===== config.mk =====
export PLATFORM = sky130hd
export DESIGN_NAME = sync_fifo
export DESIGN_NICKNAME = d
export VERILOG_FILES = /design/src/rtl/sync_fifo_pkg.sv /design/src/rtl/sync_fifo_ram.sv /design/src/rtl/sync_fifo.sv
export SDC_FILE = /design/constraint.sdc
export NUM_CORES = 1
export LEC_CHECK = 0
export BUFFER_PORTS_ARGS = -buffer_cell sky130_fd_sc_hd__clkbuf_2
export CAP_MARGIN = 15
export CELL_PAD_IN_SITES_DETAIL_PLACEMENT = 2
export CELL_PAD_IN_SITES_GLOBAL_PLACEMENT = 2
export CORE_MARGIN = 3
export CORE_UTILIZATION = 36
export CTS_CLUSTER_SIZE = 40
export DETAILED_ROUTE_END_ITERATION = 8
export PLACE_DENSITY_LB_ADDON = 0.05
export SYNTH_ARGS = -nofsm -noshare
export SYNTH_HDL_FRONTEND = slang
export SYNTH_SLANG_ARGS = --single-unit

===== constraint.sdc =====
create_clock -name clk -period 2.4 [get_ports clk]
set_clock_uncertainty 0.05 [all_clocks]
set_input_delay 0.24 -clock clk [delete_from_list [all_inputs] [get_ports clk]]
set_output_delay 0.24 -clock clk [all_outputs]
set_load 0.05 [all_outputs]

===== src/rtl/sync_fifo_pkg.sv =====
// Shared sizing helpers and read-mode constants for the sync_fifo block.
package sync_fifo_pkg;

    localparam int RD_REGISTERED = 0;
    localparam int RD_SHOW_AHEAD = 1;

    // Pointers carry one extra wrap bit so full and empty are distinguishable.
    function automatic int ptr_width(input int addr_width);
        return addr_width + 1;
    endfunction

    function automatic int depth_of(input int addr_width);
        return 1 << addr_width;
    endfunction

endpackage


===== src/rtl/sync_fifo_ram.sv =====
// Simple dual-port storage: clocked write port, combinational read port, no reset.
module sync_fifo_ram #(
    parameter int DATA_WIDTH = 8,
    parameter int ADDR_WIDTH = 4
) (
    input  logic                  clk,
    input  logic                  we,
    input  logic [ADDR_WIDTH-1:0] waddr,
    input  logic [DATA_WIDTH-1:0] wdata,
    input  logic [ADDR_WIDTH-1:0] raddr,
    output logic [DATA_WIDTH-1:0] rdata
);

    logic [DATA_WIDTH-1:0] mem [2**ADDR_WIDTH];

    always_ff @(posedge clk) begin
        if (we) begin
            mem[waddr] <= wdata;
        end
    end

    assign rdata = mem[raddr];

endmodule


===== src/rtl/sync_fifo.sv =====
// Single-clock FIFO with occupancy count, threshold flags, sticky error flags
// and a choice of registered or show-ahead read.
module sync_fifo
    import sync_fifo_pkg::*;
#(
    parameter int DATA_WIDTH = 8,
    parameter int ADDR_WIDTH = 4,
    parameter int AFULL_TH   = 2**ADDR_WIDTH - 2,
    parameter int AEMPTY_TH  = 2,
    parameter int SHOW_AHEAD = 0
) (
    input  logic                  clk,
    input  logic                  rst,
    input  logic                  wr_en,
    input  logic [DATA_WIDTH-1:0] wr_data,
    input  logic                  rd_en,
    output logic [DATA_WIDTH-1:0] rd_data,
    output logic                  rd_valid,
    output logic                  full,
    output logic                  empty,
    output logic                  almost_full,
    output logic                  almost_empty,
    output logic [ADDR_WIDTH:0]   count,
    output logic                  overflow,
    output logic                  underflow,
    input  logic                  clr_err
);

    localparam int DEPTH = depth_of(ADDR_WIDTH);
    localparam int PW    = ptr_width(ADDR_WIDTH);
    localparam int AF_CL = (AFULL_TH < 0) ? 0 : ((AFULL_TH > DEPTH) ? DEPTH : AFULL_TH);
    localparam int AE_CL = (AEMPTY_TH < 0) ? 0 : ((AEMPTY_TH > DEPTH) ? DEPTH : AEMPTY_TH);
    localparam logic [PW-1:0] AF_TH = PW'(AF_CL);
    localparam logic [PW-1:0] AE_TH = PW'(AE_CL);

    logic [PW-1:0] wr_ptr_q, wr_ptr_d;
    logic [PW-1:0] rd_ptr_q, rd_ptr_d;
    logic [PW-1:0] count_q, count_d;
    logic          full_q, empty_q, afull_q, aempty_q;
    logic          overflow_q, underflow_q;
    logic          wr_acc, rd_acc;
    logic [DATA_WIDTH-1:0] ram_rdata;

    // Acceptance uses the flags as they stood at the start of the cycle.
    assign wr_acc = wr_en & ~full_q;
    assign rd_acc = rd_en & ~empty_q;

    always_comb begin
        wr_ptr_d = wr_ptr_q + PW'(wr_acc);
        rd_ptr_d = rd_ptr_q + PW'(rd_acc);
        count_d  = count_q;
        case ({wr_acc, rd_acc})
            2'b10:   count_d = count_q + PW'(1);
            2'b01:   count_d = count_q - PW'(1);
            default: count_d = count_q;
        endcase
    end

    always_ff @(posedge clk) begin
        if (rst) begin
            wr_ptr_q    <= '0;
            rd_ptr_q    <= '0;
            count_q     <= '0;
            full_q      <= 1'b0;
            empty_q     <= 1'b1;
            afull_q     <= (AF_CL == 0);
            aempty_q    <= 1'b1;
            overflow_q  <= 1'b0;
            underflow_q <= 1'b0;
        end else begin
            wr_ptr_q <= wr_ptr_d;
            rd_ptr_q <= rd_ptr_d;
            count_q  <= count_d;
            full_q   <= (wr_ptr_d[PW-1] != rd_ptr_d[PW-1]) &&
                        (wr_ptr_d[PW-2:0] == rd_ptr_d[PW-2:0]);
            empty_q  <= (wr_ptr_d == rd_ptr_d);
            afull_q  <= (count_d >= AF_TH);
            aempty_q <= (count_d <= AE_TH);
            // A new error event wins over a clear arriving in the same cycle.
            if (wr_en && full_q) begin
                overflow_q <= 1'b1;
            end else if (clr_err) begin
                overflow_q <= 1'b0;
            end
            if (rd_en && empty_q) begin
                underflow_q <= 1'b1;
            end else if (clr_err) begin
                underflow_q <= 1'b0;
            end
        end
    end

    sync_fifo_ram #(
        .DATA_WIDTH (DATA_WIDTH),
        .ADDR_WIDTH (ADDR_WIDTH)
    ) u_ram (
        .clk   (clk),
        .we    (wr_acc),
        .waddr (wr_ptr_q[ADDR_WIDTH-1:0]),
        .wdata (wr_data),
        .raddr (rd_ptr_q[ADDR_WIDTH-1:0]),
        .rdata (ram_rdata)
    );

    generate
        if (SHOW_AHEAD == RD_SHOW_AHEAD) begin : g_show_ahead
            assign rd_data  = ram_rdata;
            assign rd_valid = ~empty_q;
        end else begin : g_registered
            logic [DATA_WIDTH-1:0] rd_data_q;
            logic                  rd_valid_q;

            always_ff @(posedge clk) begin
                if (rst) begin
                    rd_data_q  <= '0;
                    rd_valid_q <= 1'b0;
                end else begin
                    rd_valid_q <= rd_acc;
                    if (rd_acc) begin
                        rd_data_q <= ram_rdata;
                    end
                end
            end

            assign rd_data  = rd_data_q;
            assign rd_valid = rd_valid_q;
        end
    endgenerate

    assign full         = full_q;
    assign empty        = empty_q;
    assign almost_full  = afull_q;
    assign almost_empty = aempty_q;
    assign count        = count_q;
    assign overflow     = overflow_q;
    assign underflow    = underflow_q;

endmodule

==> reports/qor.txt, run 1 <==
Core area: 16800 um2
Post-route non-filler standard cell count: 663
Number of maximum-capacitance constraint violations: 0
Vertical die dimension: 137 um
Async set or reset register ratio after synthesis: 0%
Count of buffers inserted at the top-level ports: 32
Ports: 33
Total clock sinks: 158
Upper clock frequency limit: 418 MHz
Via Count: 3450
Number of levels the H-tree was split into: 4
Overall die area: 18900 um2
Critical Setup Path Class: register to register
Final setup fails: 0
Average cell area after synthesis: 17.0 um2
Startpoint class of the critical path: register
Yosys top cell by area: edfxtp_1
Worst Min Path Start: rd_en
Yosys cell types: 37
Detailed Route Iter0 Violations: 303
Wire length of the first global-routing pass: 23800 um
Number of fillers in the final layout: 1572
Start point of the critical path: empty
Type of the worst min-delay path: primary input to register
Standby leakage power: 2.58 nW
Synth Instances: 366
Result of the run: finished clean
HPWL reported at the end of detailed placement: 9670 um
TritonCTS Buffers: 17
Antenna diode instance count: 0
Min cycle time layout: 2.39 ns
Number of enable-type register cells in the synthesized netlist: 128
Clock slew at the register clock pins of the worst setup and hold paths: 0.06 ns
Crit path required time: 2.67 ns
Max rail drop VDD: 0.503 mV
Peak fanout along the critical path: 5
Residual DRC count: 0
Main synth FF type: edfxtp_1
Ratio of total power to cell area: 913 nW/um2
GRT Total Usage: 17.9%
Element type at the critical path end: register
Worst slew margin relative to its limit: 68.7%
Via count of the first global-routing pass: 3722
Seq/Total Area, Yosys: 71.5%
Clk Latency, worst-skew pair: 0.42 ns
Largest cells by area after synthesis: edfxtp_1 (62%), mux4_2 (12%), dfxtp_1 (9.7%), nor2_1 (2.3%), a22oi_1 (2.2%)
Hold buffer count at CTS: 0
Top library cells by usage in the layout, fill and taps aside: edfxtp_1 (128), nor2_1 (38), mux4_2 (32), clkbuf_2 (32), buf_4 (31)
Ys Warns: 0
Pre-Repair DR Iteration Count: 4
Net count after synthesis: 385
GP Congestion: 0.695
Data arrival time of the worst path: 2.66 ns
Worst reg2reg path startpoint: empty
CTS Root Buffer Type: clkbuf_16
Clk buf depth: 2
Slew at the pin closest to its max-slew limit: 0.469 ns
Number of cell rows: 47
Antenna Violating Nets Remaining: 0
Die width: 137 um
RSZ-0062 raised after global routing: yes
Mapped cell area: 6210 um2
Portion of the clock cycle consumed by the worst path in the final layout: 99.7%
Final-report hold violation count: 0
TritonCTS clock tree: done
WL/cell: 23.6 um
NumNets Final: 449
FF+latch count, synth: 158
Final Slew Violations: 0
Most common cell after layout, fill and taps aside: edfxtp_1
Layout Area Growth over Synthesis: 20.9%
Overflow left after global routing: 0
Total Wirelength: 15600 um
Proportion of netlist area held by the largest area contributor: 61.8%
Hold_ws: 0.0768 ns
Via/cell ratio: 5.20
Maximum number of pins on one net before global-route repair: 35
Post-Place Cells: 625
Starting Density: 37.1%
Share of layout cells above drive strength 1: 32.5%
Antenna violations before repair: 0
==> layout make-up <==
cell class / count / area (um2) / share of cell area [%]
sequential: 158 / 4450 / 59.3
multi-input combinational: 184 / 1700 / 22.6
clock buffer: 22 / 474 / 6.31
timing repair buffer: 65 / 433 / 5.76
tap: 220 / 275 / 3.66
clock inverter: 10 / 159 / 2.11
inverter: 4 / 20.0 / 0.266
==> synthesized netlist by cell type (2+ instances only) <==
library cell  number
nor3_1             9
xor2_1             6
mux4_2            32
buf_2              3
inv_1              3
edfxtp_1         128
nor2_1            38
a31oi_1            2
nand2b_1           4
a21oi_1           21
ha_1               6
xnor2_1            9
buf_1              2
clkbuf_1          14
a22oi_1           18
a21boi_0           3
nand3_1            4
nor2b_1            9
o21ai_0            3
dfxtp_1           30
nand2_1            6
==> metal layers <==
metal / track usage (%) / vias to the layer above / wire (um)
met3: 3.87 / 12 / 531
met1: 25.0 / 1832 / 7340
met4: 6.60 / 0 / 180
met2: 27.6 / 53 / 7580
li1: - / 1553 / -
met5: 0 / - / 0
==> where the power goes <==
part | internal, mW | total (mW) | switching [mW] | leakage, nW
Combinational | 0.334 | 0.848 | 0.514 | 0.871
Clock | 1.82 | 2.92 | 1.09 | 0.308
Sequential | 3.04 | 3.10 | 0.0551 | 1.40
Total | 5.20 | 6.86 | 1.66 | 2.58
==> timing repair <==
item,in CTS,in global routing
setup endpoints to repair,1,2
resized for setup,1,2
buffers inserted,4,2
pin swaps,4,2
==> logic make-up after synthesis <==
kind of cell | after synthesis | share of synthesized area (%)
flip-flops | 158 | 71.5
AND/OR/NAND/NOR | 80 | 6.46
AO/OA/AOI/OAI | 49 | 5.03
multiplexers | 34 | 12.0
buffers and inverters | 24 | 1.65
XOR/XNOR | 15 | 2.11
adder cells (fa/ha/maj) | 6 | 1.21
==> per-stage QoR <==
stage               utilization (%)  cell area [um2]  setup WS, ns  power (mW)  setup TNS, ns
finish                         44.8             7520       0.00837        6.86              0
global route                   44.8             7520       -0.0856        7.12         -0.162
CTS                            44.7             7490       -0.0205        6.93        -0.0205
detailed placement             40.7             6820       -0.0169        3.99        -0.0169
global placement               40.7             6820        0.0482        3.97              0
floorplan                         -             6240       -0.0417        3.73        -0.0449
==> worst max-delay path, cell delays in order, from the launching register on <==
cell	delay (ns)
dfxtp_4	0.34
nand2b_4	0.15
clkinv_4	0.06
nand2_4	0.05
xnor2_2	0.13
ha_2	0.22
or4b_4	0.51
a311oi_2	0.28
mux2_4	0.34
a21o_1	0.16
==> worst paths after layout <==
check,to,slack [ns],depth (start not counted)
hold / removal,underflow,0.08,3
setup / recovery,almost_full,0.008,9
hold reg to reg,underflow,0.45,2
setup reg to reg,almost_full,0.008,9
==> registers in the layout, indices dropped and copies added, names as in the netlist <==
| register | cells |
|---|---|
| u_ram.mem | 128 |
| rd_data | 8 |
| count | 5 |
| rd_ptr_q | 5 |
| wr_ptr_q | 5 |
| almost_empty | 1 |
| almost_full | 1 |
| empty | 1 |
| full | 1 |
| overflow | 1 |
| rd_valid | 1 |
| underflow | 1 |
(Power assumes the default switching activity.)
==> run 2, diff against run 1 <==
ABC_AREA = 1   (was not set)
==> run 2 against run 1 <==
- final area is 1.1% higher
- highest routed layer unchanged
- critical path depth up 7
- synthesized cell count rose by 52%
- largest cell class unchanged
- critical path type is now primary input to register
- clock power is 11% lower
- global-route usage up 1.6 points
==> reports/qor.txt, run 2 <==
HPWL reported at the end of detailed placement: 12100 um
Yosys cell types: 32
Type of the worst min-delay path: primary input to register
Antenna violations before repair: 0
Count of buffers inserted at the top-level ports: 32
Layout Area Growth over Synthesis: 17.4%
Critical Setup Path Class: primary input to register
Via Count: 4483
Peak fanout along the critical path: 9
Clk Latency, worst-skew pair: 0.43 ns
Crit path required time: 2.67 ns
Clock slew at the register clock pins of the worst setup and hold paths: 0.06 ns
FF+latch count, synth: 158
Cell with the most instances on the worst path: nand2_1
Starting Density: 37.2%
Proportion of netlist area held by the largest area contributor: 59.4%
TritonCTS Buffers: 17
Portion of the clock cycle consumed by the worst path in the final layout: 89.9%
Mapped cell area: 6470 um2
Max rail drop VDD: 0.835 mV
Flip-flop count of the largest register after layout: 128
Slew at the pin closest to its max-slew limit: 0.630 ns
Result of the run: finished clean
Worst Min Path Start: clr_err
Number of cell rows: 48
Most common cell in the synthesized netlist: edfxtp_1
Antenna Violating Nets Remaining: 0
Maximum number of pins on one net before global-route repair: 47
Upper clock frequency limit: 464 MHz
Element type at the critical path end: register
Seq/Total Area, Yosys: 68.7%
Final setup fails: 0
Worst reg2reg path startpoint: full
Largest Register: u_ram.mem
Setup total negative slack: 0 ns
Worst slew margin relative to its limit: 58.0%
Overflow left after global routing: 0
Most common cell after layout, fill and taps aside: edfxtp_1
Standby leakage power: 2.78 nW
Ratio of total power to cell area: 881 nW/um2
Number of fillers in the final layout: 1791
Via count of the first global-routing pass: 5009
Yosys top cell by area: edfxtp_1
RSZ-0062 raised after global routing: no
WL/cell: 21.7 um
Endpoint of the worst hold-timing path: overflow
Synth Instances: 556
Clk buf depth: 2
Maximum single-stage delay on the critical path: 0.54 ns
Async set or reset register ratio after synthesis: 0%
Total clock sinks: 158
GP Congestion: 0.767
Pre-Repair DR Iteration Count: 4
Cell depth of the worst hold path: 4
GRT Total Usage: 19.5%
Crit-path cells: dlygate4sd3_1 > clkbuf_2 > inv_2 > nor2_4 > nand2_2 > nand2_1 > nand2_2 > ha_1 > inv_1 > nand2_1 > nand2_1 > nand3_1 > a21oi_2 > nor2_1 > nand2_1 > nor2_2
Die width: 140 um
Number of enable-type register cells in the synthesized netlist: 128
Post-route non-filler standard cell count: 848
Detailed Route Iter0 Violations: 164
Overall die area: 19600 um2
Antenna diode instance count: 0
Number of maximum-capacitance constraint violations: 0
CTS Root Buffer Type: clkbuf_16
Most frequent cells after synthesis: edfxtp_1 (128), nor2_1 (119), o21ai_0 (68)
Largest cells by area after synthesis: edfxtp_1 (59%), dfxtp_1 (9.3%), nor2_1 (6.9%), o21ai_0 (5.3%), o221ai_1 (3.0%)
Main synth FF type: edfxtp_1
Residual DRC count: 0
Crit path max-delay family: simple AND/OR/NAND/NOR gates
Start point of the critical path: rd_en
Reg2Reg Setup Slack: 0.36 ns
Core area: 17400 um2
Final Slew Violations: 0
Slowest library cell on the worst path: dlygate4sd3_1
Net count after synthesis: 575
Final-report hold violation count: 0
Data arrival time of the worst path: 2.43 ns
Startpoint class of the critical path: primary input
Min cycle time layout: 2.16 ns
Wire length of the first global-routing pass: 28900 um
Endpoint of the most critical register-to-register path: full
NumNets Final: 629
TritonCTS clock tree: done
Vertical die dimension: 140 um
Total Wirelength: 18400 um
Share of layout cells above drive strength 1: 18.6%
Average cell area after synthesis: 11.6 um2
Ports: 33
Via/cell ratio: 5.29
Ys Warns: 0
Top library cells by usage in the layout, fill and taps aside: edfxtp_1 (128), nor2_1 (119), o21ai_0 (68), nand2_1 (36), clkbuf_2 (32)
Post-Place Cells: 813
Reg2reg path depth: 10
Number of levels the H-tree was split into: 4
Buffer and inverter count on the worst path: 4
run 2: metrics by stage:
step	setup WS (ns)	util [%]	cell area, um2	power [mW]	hold WS, ns
global placement	0.404	40.2	7010	4.12	0.401
global route	0.0520	43.6	7600	6.99	0.0488
floorplan	0.135	-	6470	3.83	0.289
CTS	0.183	43.5	7580	6.77	0.00738
finish	0.243	43.6	7600	6.69	0.0328
detailed placement	0.322	40.2	7010	4.16	0.412
run 2: per-layer routing:
metal / global-route usage (%) / part of all wire (%) / routed length, um / vias to the layer above
met1: 23.9 / 45 / 8200 / 2337
met2: 34.9 / 52 / 9570 / 37
met5: 0 / 0 / 0 / -
li1: - / - / - / 2090
met4: 5.97 / 1.5 / 284 / 0
met3: 3.62 / 1.7 / 308 / 19
run 2: worst register-to-register path: cells and delay by family (launching register included):
family	cells	cell delay, ns
simple gates	4	0.57
flops	1	0.37
fa+ha+maj	2	0.53
buf+inv	3	0.28
compound gates	1	0.15
run 2: how the worst max path moves through the flow:
stage                               to  depth (start not counted)
after CTS                         full                         11
after detailed placement  almost_empty                         15
final                     almost_empty                         16
after floorplan                   full                         10
after global placement    almost_empty                         13
after global routing      almost_empty                         16
run 2: logic make-up (layout without fill, tap and decap cells):
logic type | Yosys count | after routing | synth area share [%]
and+or+nand+nor | 206 | 206 | 14.1
DFF | 158 | 158 | 68.7
AOI/OAI and AO/OA | 113 | 113 | 10.5
buffers and inverters | 63 | 130 | 4.23
xor gates and xnor gates | 10 | 10 | 1.35
adders and majority gates | 6 | 6 | 1.16
run 2: area by class of cell:
class / count / area [um2] / share of cell area (%)
Inverter: 35 / 134 / 1.76
Multi-Input combinational cell: 335 / 1750 / 23.1
Clock buffer: 18 / 429 / 5.65
Tap cell: 225 / 282 / 3.71
Clock inverter: 14 / 134 / 1.76
Timing Repair Buffer: 63 / 420 / 5.53
Sequential cell: 158 / 4450 / 58.5
run 2: what timing repair did:
action / CTS / global route
resized for setup: 0 / 0
setup endpoints to repair: 0 / 1
hold buffers: 1 / 0
buffers inserted: 0 / 2
hold endpoints to repair: 1 / 0
run 2: power by group:
part | leakage [nW] | total [mW] | switching (mW) | internal [mW]
logic | 1.10 | 0.982 | 0.722 | 0.259
clock network | 0.277 | 2.60 | 1.15 | 1.45
registers | 1.40 | 3.11 | 0.0656 | 3.05
total | 2.78 | 6.69 | 1.94 | 4.75
==> run 3, diff against run 2 <==
CORE_UTILIZATION = 37   (was 36)
==> run 3 against run 2 <==
- sequential share of layout area is 0.14 points higher
- sequential cell count stayed put
- clock-buffer cell count stayed put
- final area is 0.25% lower
- critical path depth is 9 lower
- sequential power hardly changed
- die area is 2.6% lower
- global-route usage is 0.20 points higher
- total power is 1.5% higher
- worst setup slack better by 0.12 ns
==> reports/qor.txt, run 3 (synthesis gave the netlist of run 2 again) <==
Flip-flop count of the largest register after layout: 128
Critical Setup Path Class: register to register
Maximum single-stage delay on the critical path: 0.36 ns
Via count of the first global-routing pass: 5027
Via Count: 4468
Sum of routed wire segments on met1: 8100 um
Clk Latency, worst-skew pair: 0.43 ns
Layout Area Growth over Synthesis: 17.1%
Antenna violations before repair: 0
Result of the run: finished clean
Worst Min Path Start: rd_en
Data arrival time of the worst path: 2.32 ns
Worst reg2reg path startpoint: empty
Final-report hold violation count: 0
Total clock sinks: 158
Max rail drop VDD: 0.651 mV
Post-route non-filler standard cell count: 842
Largest Register: u_ram.mem
RSZ-0062 raised after global routing: no
DP Area: 6990 um2
Reg2reg path depth: 7
Post-CTS Setup Inserts: 0
Crit path required time: 2.68 ns
Die width: 138 um
Clk buf depth: 2
Sum of internal, switching and leakage power: 6.79 mW
Post-route cell area: 7580 um2
Overflow left after global routing: 0
Slew at the pin closest to its max-slew limit: 0.693 ns
Crit-path cells: nor2_4 > ha_1 > ha_1 > xnor2_1 > xnor2_1 > nand2_1 > nor4_1
Detailed Route Iter0 Violations: 215
Maximum number of pins on one net before global-route repair: 65
Setup total negative slack: 0 ns
Residual DRC count: 0
Highest Signal Layer: met4
Footprint of the multi-input gates: 1750 um2
WL met2: 9580 um
WL/cell: 21.8 um
Number of cell rows: 47
Number of maximum-capacitance constraint violations: 0
Startpoint class of the critical path: register
Most common cell after layout, fill and taps aside: edfxtp_1
Antenna diode instance count: 0
Type of the worst min-delay path: primary input to register
HPWL reported at the end of detailed placement: 12000 um
Starting Density: 38.3%
GRT Total Usage: 19.7%
GP Congestion: 0.774
CTS Root Buffer Type: clkbuf_16
Endpoint of the worst hold-timing path: rd_valid
NumNets Final: 628
Standby leakage power: 2.77 nW
Portion of the clock cycle consumed by the worst path in the final layout: 85.0%
Final Slew Violations: 0
Count of cells resized by post-cts repair: 0
Pre-Repair DR Iteration Count: 4
Peak fanout along the critical path: 12
Upper clock frequency limit: 490 MHz
Via/cell ratio: 5.31
Final setup fails: 0
Core area: 16900 um2
Share of layout cells above drive strength 1: 18.6%
Cell depth of the worst hold path: 3
Overall die area: 19100 um2
Antenna Violating Nets Remaining: 0
Storage element area: 4450 um2
Endpoint of the most critical register-to-register path: full
Min cycle time layout: 2.04 ns
Hold buffer count at CTS: 0
TritonCTS Buffers: 17
Post-Place Cells: 810
Element type at the critical path end: register
Ratio of total power to cell area: 896 nW/um2
Slowest library cell on the worst path: dfxtp_1
Total Wirelength: 18300 um
Top library cells by usage in the layout, fill and taps aside: edfxtp_1 (128), nor2_1 (119), o21ai_0 (68), nand2_1 (36), clkbuf_2 (32)
TritonCTS clock tree: done
Met3 Wirelength: 408 um
Vertical die dimension: 138 um
Reg2Reg Setup Slack: 0.36 ns
Number of fillers in the final layout: 1680
Worst slew margin relative to its limit: 53.8%
Count of buffers inserted at the top-level ports: 32
Ports: 33
Number of levels the H-tree was split into: 4
Wire length of the first global-routing pass: 29000 um
Clock slew at the register clock pins of the worst setup and hold paths: 0.07 ns
-- run 3: routing by layer --
layer  vias to the layer above  GRT usage (%)
met1                      2310           24.6
li1                       2097              -
met4                         0           5.67
met2                        45           35.0
met5                         -              0
met3                        16           3.69
-- run 3: worst max-delay path by stage --
stage,startpoint,endpoint,slack (ns),cells past startpoint
6_report,empty,full,0.36,7
5_1_grt,empty,full,0.11,7
4_1_cts,empty,full,0.32,7
3_5_place_dp,rd_en,almost_empty,0.35,15
3_3_place_gp,rd_en,almost_empty,0.43,13
2_1_floorplan,empty,full,0.14,10
-- run 3: area by class of cell --
class / count / area share (%)
Clock inverter: 14 / 2.06
Tap cell: 220 / 3.63
Timing Repair Buffer: 62 / 5.09
Multi-Input combinational cell: 335 / 23.1
Inverter: 35 / 1.77
Sequential cell: 158 / 58.7
Clock buffer: 18 / 5.66
-- run 3: power breakdown --
group	switching (mW)	internal [mW]	leakage [nW]	total, mW
sequential	0.0629	3.05	1.40	3.11
clock	1.16	1.55	0.280	2.72
combinational	0.716	0.245	1.09	0.961
-- run 3: worst max-delay path: cells and delay by family (launching register included) --
| kind | cells | cell delay, ns |
|---|---|---|
| xor+xnor | 2 | 0.35 |
| flops | 1 | 0.36 |
| fa+ha+maj | 2 | 0.49 |
| simple gates | 3 | 0.70 |
-- run 3: per-stage QoR --
step	hold slack [ns]	utilization, %	setup slack [ns]
after floorplan	0.289	-	0.135
after global placement	0.398	41.4	0.433
after detailed placement	0.419	41.4	0.351
after CTS	0.00912	44.9	0.317
after global routing	0.0349	44.9	0.106
final	0.0253	44.9	0.360
